File: config.mk
export PLATFORM = sky130hd
export DESIGN_NAME = sdft_inverse_synth
export DESIGN_NICKNAME = d
export VERILOG_FILES = /design/src/rtl/sdft_inverse_synth.sv
export SDC_FILE = /design/constraint.sdc
export NUM_CORES = 1
export LEC_CHECK = 0
export ABC_AREA = 1
export BUFFER_PORTS_ARGS = -buffer_cell sky130_fd_sc_hd__buf_2
export CORE_MARGIN = 2
export CORE_UTILIZATION = 30
export DETAILED_ROUTE_END_ITERATION = 10
export PLACE_DENSITY_LB_ADDON = 0.05
export SYNTH_ARGS = -nofsm -noshare
export SYNTH_HDL_FRONTEND = slang
export SYNTH_SLANG_ARGS = --single-unit
File: constraint.sdc
create_clock -name clk_i -period 7.7 [get_ports clk_i]
set_clock_uncertainty 0.1 [all_clocks]
set_input_delay 0.77 -clock clk_i [delete_from_list [all_inputs] [get_ports clk_i]]
set_output_delay 0.77 -clock clk_i [all_outputs]
set_load 0.005 [all_outputs]
File: src/rtl/sdft_inverse_synth.sv
// Sliding-DFT synthesis stage: averages the real parts of one framed bin stream into a single time sample.
// Optional framing checks are compiled in with `define SDFT_INVERSE_FRAME_CHECK_EN.
module sdft_inverse_synth #(
    parameter int N   = 256,
    parameter int IDW = 32,
    parameter int DW  = 16
) (
    input  logic                  clk_i,
    input  logic                  rst_i,
    input  logic [2*IDW-1:0]      data_i,
    input  logic                  sob_i,
    input  logic                  eob_i,
    input  logic                  valid_i,
    output logic signed [DW-1:0]  data_o,
    output logic                  valid_o,
    output logic                  sat_o,
    output logic                  frame_err_o
);

    localparam int LOGN = $clog2(N);
    localparam int AW   = IDW + LOGN;
    localparam int CW   = LOGN + 1;

    localparam logic [0:0] S_IDLE  = 1'b0;
    localparam logic [0:0] S_ACCUM = 1'b1;

`ifdef SDFT_INVERSE_FRAME_CHECK_EN
    localparam bit CHECK_EN = 1'b1;
`else
    localparam bit CHECK_EN = 1'b0;
`endif

    localparam logic signed [AW:0] HALF = (AW+1)'(N / 2);
    localparam logic signed [AW:0] MAXV = {{(AW-DW+2){1'b0}}, {(DW-1){1'b1}}};
    localparam logic signed [AW:0] MINV = {{(AW-DW+2){1'b1}}, {(DW-1){1'b0}}};
    localparam logic [CW-1:0]      CNT_FULL = CW'(N);

    // Round half up, then arithmetic divide by N; one guard bit keeps the bias from overflowing.
    function automatic logic signed [AW:0] round_mean(input logic signed [AW-1:0] sum);
        logic signed [AW:0] biased;
        biased = {sum[AW-1], sum} + HALF;
        return biased >>> LOGN;
    endfunction

    // Returns {clipped_flag, sample}.
    function automatic logic [DW:0] sat_clip(input logic signed [AW:0] v);
        if (v > MAXV)
            return {1'b1, 1'b0, {(DW-1){1'b1}}};
        else if (v < MINV)
            return {1'b1, 1'b1, {(DW-1){1'b0}}};
        else
            return {1'b0, v[DW-1:0]};
    endfunction

    logic signed [IDW-1:0] re_p0;
    logic signed [AW-1:0]  re_ext;
    logic [IDW-1:0]        im_unused;

    assign re_p0     = data_i[IDW-1:0];
    assign re_ext    = {{LOGN{re_p0[IDW-1]}}, re_p0};
    assign im_unused = data_i[2*IDW-1:IDW];

    logic [0:0]           state_p0, state_n;
    logic signed [AW-1:0] acc_p0, acc_n, acc_sum;
    logic [CW-1:0]        cnt_p0, cnt_n, cnt_inc;
    logic                 close, err;
    logic signed [AW-1:0] sum_close;
    logic [DW:0]          clip;

    assign acc_sum = acc_p0 + re_ext;
    assign cnt_inc = cnt_p0 + CW'(1);

    always_comb begin
        state_n   = state_p0;
        acc_n     = acc_p0;
        cnt_n     = cnt_p0;
        close     = 1'b0;
        err       = 1'b0;
        sum_close = '0;
        if (valid_i) begin
            if (sob_i) begin
                // A sob always opens a new frame, abandoning any frame in progress.
                if (state_p0 == S_ACCUM)
                    err = CHECK_EN;
                if (eob_i) begin
                    state_n = S_IDLE;
                    if (CHECK_EN) begin
                        err = 1'b1;
                    end else begin
                        close     = 1'b1;
                        sum_close = re_ext;
                    end
                end else begin
                    state_n = S_ACCUM;
                    acc_n   = re_ext;
                    cnt_n   = CW'(1);
                end
            end else if (state_p0 == S_ACCUM) begin
                if (eob_i) begin
                    state_n   = S_IDLE;
                    sum_close = acc_sum;
                    if (!CHECK_EN || cnt_inc == CNT_FULL)
                        close = 1'b1;
                    else
                        err = 1'b1;
                end else if (CHECK_EN && cnt_inc == CNT_FULL) begin
                    state_n = S_IDLE;
                    err     = 1'b1;
                end else begin
                    acc_n = acc_sum;
                    cnt_n = cnt_inc;
                end
            end else begin
                err = CHECK_EN;
            end
        end
    end

    assign clip = sat_clip(round_mean(sum_close));

    // ---- stage p0: frame accumulation ----
    always_ff @(posedge clk_i or posedge rst_i) begin
        if (rst_i) begin
            state_p0 <= S_IDLE;
            acc_p0   <= '0;
            cnt_p0   <= '0;
        end else begin
            state_p0 <= state_n;
            acc_p0   <= acc_n;
            cnt_p0   <= cnt_n;
        end
    end

    // ---- stage p1: registered sample output ----
    logic signed [DW-1:0] data_p1;
    logic                 vld_p1, sat_p1, err_p1;

    always_ff @(posedge clk_i or posedge rst_i) begin
        if (rst_i) begin
            data_p1 <= '0;
            vld_p1  <= 1'b0;
            sat_p1  <= 1'b0;
            err_p1  <= 1'b0;
        end else begin
            vld_p1 <= close;
            sat_p1 <= close & clip[DW];
            err_p1 <= err;
            if (close)
                data_p1 <= clip[DW-1:0];
        end
    end

    assign data_o      = data_p1;
    assign valid_o     = vld_p1;
    assign sat_o       = sat_p1;
    assign frame_err_o = err_p1;

endmodule
# Word-level counts from Yosys, hierarchy flattened

Index checks and enable logic that the tools add are counted.

Input port bits: 69
Register bits after elaboration: 59

Multiplexer cells: 18
$lt $le $gt $ge: 2
Add/sub/neg operators: 2
Reduce and logical (&&, ||, !) cells: 2
Bitwise operators: 2

Operator list:

| cell                                                            | count |
|---|---|
| two-way mux 40 bit                                              | 9 |
| adder 40 x 9 -> 41 bit, second input constant                   | 1 |
| adder 40 x 32 -> 40 bit                                         | 1 |
| two-way mux 17 bit                                              | 2 |
| greater-than comparator 33 x 16 -> 1 bit, second input constant | 1 |
| < comparator 33 x 16 -> 1 bit, second input constant            | 1 |
| two-way mux 1 bit                                               | 7 |
| AND reduction 3 bit                                             | 1 |
| nonzero test 2 bit                                              | 1 |
| bitwise AND 1 bit                                               | 1 |
| NOT 1 bit                                                       | 1 |

# Longest topological paths before layout

Word-level depth: 10
Gate-level depth with buffers: 31
Depth with buffers taken out: 30

# Worst setup path before layout

Ideal clock, no wire load.

Path type: input port to flip-flop
Start: input port data_i[0]
End: register data_p1[3] (netlist: data_o[3])
Data arrival time: 3,671 ps
Path buffers: 1
Path slack: 3,799 ps
Stages on the path: 28
Library setup time: 129 ps
Cells stage by stage: ha_1 -> fa_1 -> nand2_1 -> nand2_1 -> nand3_1 -> nand2_1 -> nand2_1 -> nand3_1 -> nand2_1 -> nand2_1 -> inv_1 -> ha_1 -> nand2_2 -> nor2_4 -> nand2_1 -> nor2_2 -> nand2_1 -> nor2_2 -> nand3_1 -> nand2_1 -> nand2_1 -> nor2_1 -> nand2_1 -> nor2_1 -> nand3_2 -> nand2_4 -> buf_6 -> nand3_1

Longest elaborated chain between the ends: 9
Elaborated cells on any way between the ends: 11
Those cells by class: 2 x add/sub; 2 x order compare; 7 x mux

RTL lines:

| element                       | RTL line | source |
|---|---|---|
| start: declaration            | 10       | `input logic [2*IDW-1:0] data_i,` |
| adder 40 x 32 -> 40 bit       | 70       | `assign acc_sum = acc_p0 + re_ext;` |
| two-way mux 40 bit            | 99       | `if (eob_i) begin` |
| two-way mux 40 bit            | 98       | `end else if (state_p0 == S_ACCUM) begin` |
| two-way mux 40 bit (*)        | 81       | `if (sob_i) begin` |
| two-way mux 40 bit (*)        | 80       | `if (valid_i) begin` |
| adder 40 x 9 -> 41 bit (*)    | 41       | `biased = {sum[AW-1], sum} + HALF;` |
| < comparator 33 x 16 -> 1 bit | 49       | `else if (v < MINV)` |
| two-way mux 17 bit            | 49       |  |
| two-way mux 17 bit (*)        | 47       | `if (v > MAXV)` |
| end signal: assignment        | 149      | `data_p1 <= clip[DW-1:0];` |
| end: declaration              | 135      | `logic signed [DW-1:0] data_p1;` |

Mark *: on every way between the ends. The rest lies on a longest branch, timed or not.
A chain may end at the register's enable or synchronous reset.

# Worst setup path after layout

Start: input port data_i[0]
End: register data_p1[1] (netlist: data_o[1])

The elaborated chain is that of the path after synthesis.

==> flow_summary.toml <==
[place]
hpwl_um = 23500
placedInstanceArea_sq_um = 8280
dp_slack_ns = 2.51
routabilityCongestion = 0.876
io_buffer_count = 54

[pwr]
irDropWorstVdd_uv = 80.8
leakagePower_nw = 4.51
power.density_nw_per_um2 = 227

[worst_setup_path]
worst_path_max_delay_cell = "nor3_1"
crit_end = "data_o[1]"
setup.worst_path.start = "data_i[0]"
start_kind = "input pin"
rr_endpoint = "data_o[1]"
path_class = "in2reg"
r2r_cells = 20
slowest_delay_ns = 0.66
r2r_start = "acc_p0[0]"
cp_cell_sequence = "buf_2 -> ha_1 -> fa_1 -> nand3_1 -> nand3_1 -> nand3_1 -> nand3_1 -> nand2_1 -> nand3_1 -> nand2_1 -> nand2_1 -> nor2_2 -> nand2_1 -> nor3_1 -> nand4_1 -> nand2_1 -> nand2_1 -> nor2_1 -> nand3_2 -> a21oi_1 -> a21oi_1"
cp.required_ns = 7.82
path_common_cell = "nand2_1"
endpoint_kind = "register"
critPathArrivalTime_ns = 5.02
rrSetupSlack_ns = 2.96
crit_path_max_fanout = 6

[logic_synthesis]
netlist_area_sq_um = 7650
yosys_most_used_dff = "dfrtp_1"
avgSynthCellArea_sq_um = 5.58
yosysUniqueCellTypes = 37
yosys-top-cells-count = "nand2_1 (492), inv_1 (200), nand3_1 (171)"
synthArstFlopShare_pct = 100
ys_ff_latch = 59
synth_fp_nets = 1482
ys_top_cells_by_area = "nand2_1 (24%), dfrtp_1 (19%), nand3_1 (11%)"
post-synth-top-area-cell = "nand2_1"
yosys_warnings = 0
synth-edff-count = 0
syn_inst = 1372
ys_seq_area_share_pct = 19.3
synth_top_area_share_pct = 24.1
synth_most_common_cell = "nand2_1"

[timing]
clock.fmax_mhz = 204
grt_setup_unrepaired = "no"
worst_pin_slew_ns = 0.887
final-setup-viol-count = 0
slew_violations = 0
final.period_utilization_pct = 63.6
setup-tns-final_ns = 0
slew_headroom_pct = 40.9
period_minus_slack_ns = 4.90
finalHoldViolCount = 0
worst_slack_ns = 2.80
fin_hold_ws_ns = 0.379

[cells_and_area]
synthToLayoutAreaGrowth_pct = 11.8
n_antenna_cell = 0
drive_above_1_share_pct = 11.4
fillCellCount = 2929
fin_area_sq_um = 8560
final_core_util_pct = 34.1
final_nets = 1530

[global_route]
first_global_vias = 8072
grt_max_degree = 60
grt_first_pass_wirelength_um = 45200
antenna_found_initial = 0
groute.usage.overall_pct = 22.1
grt-ovfl-total = 0

[route]
dr.pass1.iters = 5
detail-route-antenna-nets = 0
drc_errors = 0
wl_um = 28700
route.vias.total = 8486
detail_route.wl_per_cell_um = 16.3
drtIter0Drc = 647
routed_via_density = 4.84

[floorplan]
io_pins = 88
die_h_um = 164
rows = 58
start_util_pct = 30.5
core_sq_um = 25100
dieArea_sq_um = 26800
die-width_um = 164

[cts]
clock-sinks = 59
cts_resized = 0
worstSkewPairLatency_ns = 0.35
htree_levels = 3
cts_tree = "yes"
clock_path_buffers = 2
numCtsBuffers = 9
cts-root-buf = "clkbuf_16"
cts_hold_buffers = 0
clk_pin_slew_worst_paths_ns = 0.06
postCtsSetupRepairBufs = 0

[status]
status = "finished clean"

[worst_hold_path]
hp-class = "reg2reg"

[run]
drv_cap = 0
## placed cells by master, fill, tap and decap left out, types with 5 or more instances in the layout
cell       instances
nand3_2           19
nor2_4             9
ha_1              40
nor2_2            21
nand4_1           24
nand3_1          171
a31oi_1           22
buf_2             54
xor2_1             5
xnor2_1            5
inv_1            199
clkinv_1           7
nand2_1          492
clkbuf_16          9
buf_4              8
a21oi_1           61
nand2_2           18
o21ai_0           19
dfrtp_1           59
nor3_1            11
inv_2             10
nor2_1           133
## area by class of cell
| type | count | area [sq um] | share of cell area (%) |
|---|---|---|---|
| clock inverters | 7 | 52.6 | 0.614 |
| clock buffers | 9 | 225 | 2.63 |
| multi-input cells | 1072 | 5250 | 61.4 |
| repair buffers | 62 | 330 | 3.86 |
| well taps | 330 | 413 | 4.82 |
| inverters | 216 | 811 | 9.47 |
| flip-flops and latches | 59 | 1480 | 17.2 |
## power breakdown
group	total (mW)	switching, mW	leakage (nW)	internal, mW
Sequential	0.415	0.0380	0.628	0.377
Clock	0.403	0.184	0.124	0.220
Combinational	1.12	0.767	3.76	0.357
## worst max-delay path: cells and delay by family
kind	cells	cell delay, ns
AND/OR/NAND/NOR	16	2.90
AO/OA/AOI/OAI	2	0.43
adder cells (fa/ha/maj)	2	0.81
buffers and inverters	1	0.11
## stage by stage
stage	power [mW]	std cells
after floorplan	1.23	1372
after global placement	1.54	1739
after detailed placement	1.54	1739
after CTS	1.96	1755
after global routing	2.13	1755
final	1.94	1755
## worst min path at each step
stage                from          to  slack, ns  depth (start not counted)
3_5_place_dp   data_o[15]  data_o[15]       0.37                          2
5_1_grt        data_o[15]  data_o[15]       0.40                          2
4_1_cts        data_o[15]  data_o[15]       0.38                          2
3_3_place_gp   data_o[15]  data_o[15]       0.36                          2
6_report       data_o[15]  data_o[15]       0.38                          2
2_1_floorplan   acc_p0[2]   acc_p0[2]       0.36                          2
## metal layers
| metal | vias to the layer above | global-route usage (%) | part of all wire, % |
|---|---|---|---|
| met4 | 0 | 4.63 | 1.6 |
| met3 | 17 | 2.27 | 3.6 |
| met5 | - | 0 | 0 |
| li1 | 4452 | - | - |
| met2 | 164 | 35.1 | 44 |
| met1 | 3853 | 32.2 | 51 |
## flip-flops by register name (all words and copies together) (netlist names)
signal / cells
state_p0: 1
valid_o: 1
acc_p0: 40
data_o: 16
sat_o: 1
## logic make-up (layout without fill, tap and decap cells)
group           Yosys count  after routing  synth area share (%)
compound gates          111            111                  7.91
simple gates            909            909                  52.6
other cells               1              1                0.0490
flops                    59             59                  19.3
fa+ha+maj                41             41                  6.80
xor+xnor                 10             10                  1.14
buf+inv                 241            294                  12.2
Power figures use the tool's default switching activity.
